===== config.mk =====
export PLATFORM = sky130hd
export DESIGN_NAME = bootram_word_arbiter_flat
export DESIGN_NICKNAME = d
export VERILOG_FILES = /design/src/rtl/bootram_word_arbiter_if.sv /design/src/rtl/bootram_word_arbiter.sv /design/src/flat_wrapper.sv
export SDC_FILE = /design/constraint.sdc
export NUM_CORES = 1
export LEC_CHECK = 0
export CORE_MARGIN = 8
export CORE_UTILIZATION = 35
export CTS_BUF_LIST = sky130_fd_sc_hd__clkbuf_8 sky130_fd_sc_hd__clkbuf_16
export DETAILED_ROUTE_END_ITERATION = 10
export MAX_ROUTING_LAYER = met4
export PLACE_DENSITY = 0.71
export SLEW_MARGIN = 20
export SYNTH_ARGS = -nofsm -noshare
export SYNTH_HDL_FRONTEND = slang
export SYNTH_SLANG_ARGS = --single-unit

===== constraint.sdc =====
create_clock -name clk -period 4.4 [get_ports clk]
set_input_delay 0.66 -clock clk [delete_from_list [all_inputs] [get_ports clk]]
set_output_delay 0.66 -clock clk [all_outputs]
set_load 0.02 [all_outputs]

===== src/rtl/bootram_word_arbiter_if.sv =====
// Bus bundle between the CPU/loader side and the
// boot RAM, as seen by the word arbiter.
interface bootram_word_arbiter_if #(
  parameter int ADDR_WIDTH = 11
);
  logic                  cpu_valid;
  logic                  cpu_ready;
  logic [ADDR_WIDTH-1:0] cpu_addr;
  logic [3:0]            cpu_wstrb;
  logic [31:0]           cpu_wdata;
  logic [31:0]           cpu_rdata;
  logic                  ldr_valid;
  logic                  ldr_ready;
  logic [ADDR_WIDTH-1:0] ldr_addr;
  logic [7:0]            ldr_wdata;
  logic                  ram_ce;
  logic                  ram_oce;
  logic                  ram_wre;
  logic [ADDR_WIDTH-1:0] ram_ad;
  logic [7:0]            ram_din;
  logic [7:0]            ram_dout;

  modport slave (
    input  cpu_valid, cpu_addr, cpu_wstrb,
    input  cpu_wdata, ldr_valid, ldr_addr,
    input  ldr_wdata, ram_dout,
    output cpu_ready, cpu_rdata, ldr_ready,
    output ram_ce, ram_oce, ram_wre,
    output ram_ad, ram_din
  );

  modport master (
    output cpu_valid, cpu_addr, cpu_wstrb,
    output cpu_wdata, ldr_valid, ldr_addr,
    output ldr_wdata, ram_dout,
    input  cpu_ready, cpu_rdata, ldr_ready,
    input  ram_ce, ram_oce, ram_wre,
    input  ram_ad, ram_din
  );
endinterface


===== src/rtl/bootram_word_arbiter.sv =====
// Round-robin arbiter turning CPU word accesses and
// loader byte writes into byte accesses on the boot RAM.
module bootram_word_arbiter #(
  parameter int ADDR_WIDTH = 11,
  parameter int RD_LATENCY = 1,
  parameter bit LDR_FIRST  = 1'b1
) (
  input  logic                  clk,
  input  logic                  reset,
  bootram_word_arbiter_if.slave bus
);

  localparam int A = ADDR_WIDTH;
  localparam logic [2:0] LAT  = 3'(RD_LATENCY);
  localparam logic [2:0] LAST = 3'(RD_LATENCY + 3);

  typedef enum logic [2:0] {
    IDLE, CPU_RD, CPU_WR, LDR_WR, DONE
  } state_t;

  state_t       state_q, state_d;
  logic [2:0]   cnt_q, cnt_d;
  logic [A-3:0] base_q, base_d;
  logic [3:0]   wstrb_q, wstrb_d;
  logic [31:0]  wdata_q, wdata_d;
  logic         rr_q, rr_d;
  logic [31:0]  rdata_q, rdata_d;
  logic         crdy_q, crdy_d;
  logic         lrdy_q, lrdy_d;
  logic         ce_q, ce_d;
  logic         wre_q, wre_d;
  logic         oce_q;
  logic [A-1:0] ad_q, ad_d;
  logic [7:0]   din_q, din_d;

  logic         gnt_ldr, gnt_cpu;
  logic [1:0]   nk, cidx;

  assign gnt_ldr = bus.ldr_valid &
                   (~bus.cpu_valid | rr_q);
  assign gnt_cpu = bus.cpu_valid & ~gnt_ldr;
  assign nk      = cnt_q[1:0] + 2'd1;
  assign cidx    = 2'(cnt_q - LAT);

  // state and datapath registers, sync reset
  always_ff @(posedge clk) begin
    if (reset) begin
      state_q <= IDLE;
      cnt_q   <= '0;
      base_q  <= '0;
      wstrb_q <= '0;
      wdata_q <= '0;
      rr_q    <= LDR_FIRST;
      rdata_q <= '0;
      crdy_q  <= 1'b0;
      lrdy_q  <= 1'b0;
      ce_q    <= 1'b0;
      wre_q   <= 1'b0;
      oce_q   <= 1'b1;
      ad_q    <= '0;
      din_q   <= '0;
    end else begin
      state_q <= state_d;
      cnt_q   <= cnt_d;
      base_q  <= base_d;
      wstrb_q <= wstrb_d;
      wdata_q <= wdata_d;
      rr_q    <= rr_d;
      rdata_q <= rdata_d;
      crdy_q  <= crdy_d;
      lrdy_q  <= lrdy_d;
      ce_q    <= ce_d;
      wre_q   <= wre_d;
      oce_q   <= 1'b1;
      ad_q    <= ad_d;
      din_q   <= din_d;
    end
  end

  // next state, grant and request latching
  always_comb begin
    state_d = state_q;
    cnt_d   = cnt_q;
    base_d  = base_q;
    wstrb_d = wstrb_q;
    wdata_d = wdata_q;
    rr_d    = rr_q;
    unique case (state_q)
      IDLE: begin
        cnt_d = '0;
        if (gnt_ldr) begin
          state_d = LDR_WR;
          rr_d    = 1'b0;
        end else if (gnt_cpu) begin
          state_d = (bus.cpu_wstrb != 4'd0)
                    ? CPU_WR : CPU_RD;
          base_d  = bus.cpu_addr[A-1:2];
          wstrb_d = bus.cpu_wstrb;
          wdata_d = bus.cpu_wdata;
          rr_d    = 1'b1;
        end
      end
      CPU_RD: begin
        cnt_d = cnt_q + 3'd1;
        if (cnt_q == LAST) state_d = DONE;
      end
      CPU_WR: begin
        cnt_d = cnt_q + 3'd1;
        if (cnt_q == 3'd3) state_d = DONE;
      end
      LDR_WR:  state_d = DONE;
      DONE:    state_d = IDLE;
      default: state_d = IDLE;
    endcase
  end

  // next values of the registered outputs
  always_comb begin
    crdy_d  = 1'b0;
    lrdy_d  = 1'b0;
    ce_d    = 1'b0;
    wre_d   = 1'b0;
    ad_d    = ad_q;
    din_d   = din_q;
    rdata_d = rdata_q;
    unique case (state_q)
      IDLE: begin
        if (gnt_ldr) begin
          ce_d  = 1'b1;
          wre_d = 1'b1;
          ad_d  = bus.ldr_addr;
          din_d = bus.ldr_wdata;
        end else if (gnt_cpu) begin
          ad_d = {bus.cpu_addr[A-1:2], 2'b00};
          if (bus.cpu_wstrb != 4'd0) begin
            din_d = bus.cpu_wdata[7:0];
            ce_d  = bus.cpu_wstrb[0];
            wre_d = bus.cpu_wstrb[0];
          end else begin
            ce_d = 1'b1;
          end
        end
      end
      CPU_RD: begin
        if (cnt_q < 3'd3) ad_d = {base_q, nk};
        if (cnt_q >= LAT)
          rdata_d[{cidx, 3'b000} +: 8] = bus.ram_dout;
        if (cnt_q != LAST) ce_d = 1'b1;
        else crdy_d = 1'b1;
      end
      CPU_WR: begin
        if (cnt_q < 3'd3) begin
          ad_d  = {base_q, nk};
          din_d = wdata_q[{nk, 3'b000} +: 8];
          ce_d  = wstrb_q[nk];
          wre_d = wstrb_q[nk];
        end else begin
          crdy_d = 1'b1;
        end
      end
      LDR_WR:  lrdy_d = 1'b1;
      DONE:    ;
      default: ;
    endcase
  end

  assign bus.cpu_ready = crdy_q;
  assign bus.cpu_rdata = rdata_q;
  assign bus.ldr_ready = lrdy_q;
  assign bus.ram_ce    = ce_q;
  assign bus.ram_oce   = oce_q;
  assign bus.ram_wre   = wre_q;
  assign bus.ram_ad    = ad_q;
  assign bus.ram_din   = din_q;

endmodule


===== src/flat_wrapper.sv =====
// flat-port wrapper written by rule: the top's interface ports become plain ports
module bootram_word_arbiter_flat 
#(
  parameter int ADDR_WIDTH = 11,
  parameter int RD_LATENCY = 1,
  parameter bit LDR_FIRST  = 1'b1
)
  (clk, reset, bus_cpu_valid, bus_cpu_addr, bus_cpu_wstrb, bus_cpu_wdata, bus_ldr_valid, bus_ldr_addr, bus_ldr_wdata, bus_ram_dout, bus_cpu_ready, bus_cpu_rdata, bus_ldr_ready, bus_ram_ce, bus_ram_oce, bus_ram_wre, bus_ram_ad, bus_ram_din);
  bootram_word_arbiter_if #(.ADDR_WIDTH(ADDR_WIDTH)) bus_i ();
  input  logic clk;
  input  logic reset;
  input wire logic [$bits(bus_i.cpu_valid)-1:0] bus_cpu_valid;
  input wire logic [$bits(bus_i.cpu_addr)-1:0] bus_cpu_addr;
  input wire logic [$bits(bus_i.cpu_wstrb)-1:0] bus_cpu_wstrb;
  input wire logic [$bits(bus_i.cpu_wdata)-1:0] bus_cpu_wdata;
  input wire logic [$bits(bus_i.ldr_valid)-1:0] bus_ldr_valid;
  input wire logic [$bits(bus_i.ldr_addr)-1:0] bus_ldr_addr;
  input wire logic [$bits(bus_i.ldr_wdata)-1:0] bus_ldr_wdata;
  input wire logic [$bits(bus_i.ram_dout)-1:0] bus_ram_dout;
  output wire logic [$bits(bus_i.cpu_ready)-1:0] bus_cpu_ready;
  output wire logic [$bits(bus_i.cpu_rdata)-1:0] bus_cpu_rdata;
  output wire logic [$bits(bus_i.ldr_ready)-1:0] bus_ldr_ready;
  output wire logic [$bits(bus_i.ram_ce)-1:0] bus_ram_ce;
  output wire logic [$bits(bus_i.ram_oce)-1:0] bus_ram_oce;
  output wire logic [$bits(bus_i.ram_wre)-1:0] bus_ram_wre;
  output wire logic [$bits(bus_i.ram_ad)-1:0] bus_ram_ad;
  output wire logic [$bits(bus_i.ram_din)-1:0] bus_ram_din;
  assign bus_i.cpu_valid = bus_cpu_valid;
  assign bus_i.cpu_addr = bus_cpu_addr;
  assign bus_i.cpu_wstrb = bus_cpu_wstrb;
  assign bus_i.cpu_wdata = bus_cpu_wdata;
  assign bus_i.ldr_valid = bus_ldr_valid;
  assign bus_i.ldr_addr = bus_ldr_addr;
  assign bus_i.ldr_wdata = bus_ldr_wdata;
  assign bus_i.ram_dout = bus_ram_dout;
  assign bus_cpu_ready = bus_i.cpu_ready;
  assign bus_cpu_rdata = bus_i.cpu_rdata;
  assign bus_ldr_ready = bus_i.ldr_ready;
  assign bus_ram_ce = bus_i.ram_ce;
  assign bus_ram_oce = bus_i.ram_oce;
  assign bus_ram_wre = bus_i.ram_wre;
  assign bus_ram_ad = bus_i.ram_ad;
  assign bus_ram_din = bus_i.ram_din;
  bootram_word_arbiter #(.ADDR_WIDTH(ADDR_WIDTH), .RD_LATENCY(RD_LATENCY), .LDR_FIRST(LDR_FIRST)) u_core (.clk(clk), .reset(reset), .bus(bus_i));
endmodule

==> impl_metrics.json <==
{
  "crit_type": "reg2reg",
  "area_growth_pct": 30.9,
  "ant_nets": 0,
  "async_reset_ff_frac": 0,
  "first_pass_iters": 5,
  "timing.critical_path.required_ns": 4.63,
  "synthTopCellsByCount": "107 x dfxtp_1, 90 x nand2_1, 54 x nand3_1",
  "fillers": 1382,
  "die_h_um": 137,
  "numCtsBuffers": 9,
  "syn-cell-area_um2": 5130,
  "cts_htree_levels": 3,
  "cts_buffer_depth": 2,
  "power_frac_comb": 0.418,
  "antenna_found_initial": 0,
  "synth-seq-area-share": 0.418,
  "finalCritPeriodShare": 0.640,
  "crit_chain": "buf_4 > inv_1 > ha_1 > mux4_2 > and2_1 > o311a_1",
  "drive_gt1_frac": 0.183,
  "period_needed_ns": 2.82,
  "p_sw_frac": 0.380,
  "core_area_um2": 14400,
  "synth.yosys.warnings": 0,
  "place.port_buffers": 130,
  "crit_family": "adder cells",
  "drt-initial-drc-count": 342,
  "setup-tns-final_ns": 0,
  "clock-sinks": 107,
  "seq_power_share": 0.347,
  "drc": 0,
  "hold_class": "reg2reg",
  "routed_wl_mm": 14.7,
  "p_int_mw": 2.27,
  "ys_seq_elements": 107,
  "synth-main-ff-cell": "dfxtp_1",
  "synth_top_area_frac": 0.418,
  "grt_pass1_vias": 4604,
  "leakage_nw": 2.28,
  "slowest_stage": "ha_1",
  "synth_area_leaders": "dfxtp_1 42%, a21oi_2 6.8%, nand2_1 6.6%",
  "cts_resized": 0,
  "critPathBufInv": 2,
  "start_util": 0.355,
  "cts_root_buf": "clkbuf_16",
  "ctsHoldBuffers": 0,
  "drv_cap": 0,
  "num-nets-final": 762,
  "dieWidth_um": 137,
  "via_per_inst": 5.25,
  "grt_pass1_wl_mm": 23.6,
  "antennaDiodeCount": 0,
  "syn_nets": 665,
  "setup-violations-final": 0,
  "ys_types": 53,
  "dieArea_um2": 18800,
  "worstMarginPinSlew_ns": 1.00,
  "synthCells": 580,
  "path_max_fanout": 21,
  "cts_tree": "done",
  "yosysTopAreaCell": "dfxtp_1",
  "overflow": 0,
  "clock_latency_ns": 0.35,
  "fin_util": 0.465,
  "p_switching_mw": 1.39,
  "max_stage_delay_ns": 0.85,
  "cp_data_arrival_time_ns": 3.04,
  "wl_per_cell_um": 17.0,
  "fmax_mhz": 355,
  "yosysMostFrequentCell": "dfxtp_1",
  "crit_path_start_kind": "flop",
  "ios": 134,
  "hold_viol": 0,
  "gp_congestion": 0.864,
  "clkTransAtPathRegs_ns": 0.07,
  "seqCellArea_um2": 2140,
  "cp-end-kind": "flop",
  "hpwl_mm": 10.8,
  "fin_skew_ns": 0.0107,
  "rows": 44,
  "slew_violations": 0,
  "power_mw": 3.67,
  "grt_setup_unrepaired": "false",
  "num_vias": 4547,
  "ir_worst_vdd_mv": 0.251,
  "post_cts_buffers": 0,
  "synth_edf_count": 0,
  "multi_input_area_um2": 2650,
  "grt.total_usage": 0.161,
  "status": "complete, no violations",
  "syn_avg_cell_area_um2": 8.84,
  "p_clk_frac": 0.235,
  "relSlewSlack": 0.332,
  "p_per_area_nw_per_um2": 546,
  "grt_max_degree": 63
}
-- cell type report --
| class | count | share of cell area |
|---|---|---|
| Sequential cell | 107 | 0.319 |
| Inverter | 6 | 0.00336 |
| Clock inverter | 7 | 0.0138 |
| Tap cell | 184 | 0.0343 |
| Clock buffer | 9 | 0.0336 |
| Timing Repair Buffer | 135 | 0.201 |
| Multi-Input combinational cell | 418 | 0.395 |
-- cells by family (layout without fill, tap and decap cells) --
| group | Yosys count | in the layout | share of synthesized area |
|---|---|---|---|
| compound gates | 159 | 159 | 0.222 |
| simple gates | 241 | 241 | 0.234 |
| fa+ha+maj | 7 | 7 | 0.0171 |
| buf+inv | 55 | 157 | 0.0654 |
| mux | 9 | 9 | 0.0395 |
| other cells | 1 | 1 | 0.000732 |
| flops | 107 | 107 | 0.418 |
| xor+xnor | 1 | 1 | 0.00317 |
-- cells in the final DEF, fill, tap and decap left out, types with 2 or more instances in the layout --
cell type        instances
o2111a_1                 2
o21ai_0                 19
bufinv_16                2
a21oi_1                 46
clkinvlp_4               2
a31oi_1                 19
nor3_1                  18
a22o_1                  17
a21oi_2                 40
mux4_2                   9
dfxtp_1                107
nand2_2                 40
and3_1                   4
and2_1                   2
ha_1                     7
nand2_1                 90
nor3b_2                  2
inv_1                    7
nand2b_1                 2
clkbuf_16                9
clkdlybuf4s50_1        129
nand3_1                 54
nor2_1                  15
a21o_1                   2
or2_2                    3
buf_4                    5
-- registers in the layout, indices dropped and copies added, names as in the netlist --
name,cells
u_core.bus.cpu_rdata,32
u_core.cnt_q,3
u_core.bus.cpu_ready,1
u_core.wdata_q,32
u_core.state_q,3
u_core.wstrb_q,4
u_core.bus.ram_din,8
u_core.rr_q,1
u_core.bus.ldr_ready,1
u_core.base_q,9
u_core.bus.ram_ce,1
u_core.bus.ram_wre,1
u_core.bus.ram_ad,11
-- metal layers --
metal | global-route usage | share of wire | wire, µm
met1 | 0.205 | 0.45 | 6580
met2 | 0.256 | 0.49 | 7150
met3 | 0.0184 | 0.043 | 635
met4 | 0.0670 | 0.024 | 352
met5 | - | 0 | 0
-- worst paths after layout --
kind / from / end / slack (ns) / cells past startpoint
worst max-delay path: u_core.cnt_q[0]$_SDFFE_PP0P_ / u_core.bus.ram_ce$_SDFF_PP0_ / 1.58 / 6
worst min-delay path: u_core.bus.cpu_rdata[7]$_SDFFE_PP0P_ / u_core.bus.cpu_rdata[7]$_SDFFE_PP0P_ / 0.45 / 2
worst max register to register: u_core.cnt_q[0]$_SDFFE_PP0P_ / u_core.bus.ram_ce$_SDFF_PP0_ / 1.58 / 6
worst min register to register: u_core.bus.cpu_rdata[7]$_SDFFE_PP0P_ / u_core.bus.cpu_rdata[7]$_SDFFE_PP0P_ / 0.45 / 2
-- worst register-to-register path, cell delays in order, from the launching register on --
cell     delay (ns)
dfxtp_1        0.31
buf_4          0.27
inv_1          0.14
ha_1           0.85
mux4_2         0.60
and2_1         0.19
o311a_1        0.34
-- power groups by stage --
stage | Clock (mW) | Sequential, mW | Combinational [mW]
global route | 0.918 | 1.29 | 1.67
CTS | 0.876 | 1.27 | 1.54
finish | 0.863 | 1.27 | 1.53
floorplan | 0 | 1.32 | 1.09
global placement | 0 | 1.28 | 1.50
detailed placement | 0 | 1.29 | 1.53
-- metrics by stage --
stage	area, µm²	worst slack (ns)	hold WS, ns	instances
after floorplan	5130	2.16	0.433	580
after global placement	6390	1.36	0.441	850
after detailed placement	6390	1.28	0.448	850
after CTS	6710	1.56	0.458	866
after global routing	6710	1.43	0.471	866
final	6710	1.58	0.453	866
(Power assumes the default switching activity.)
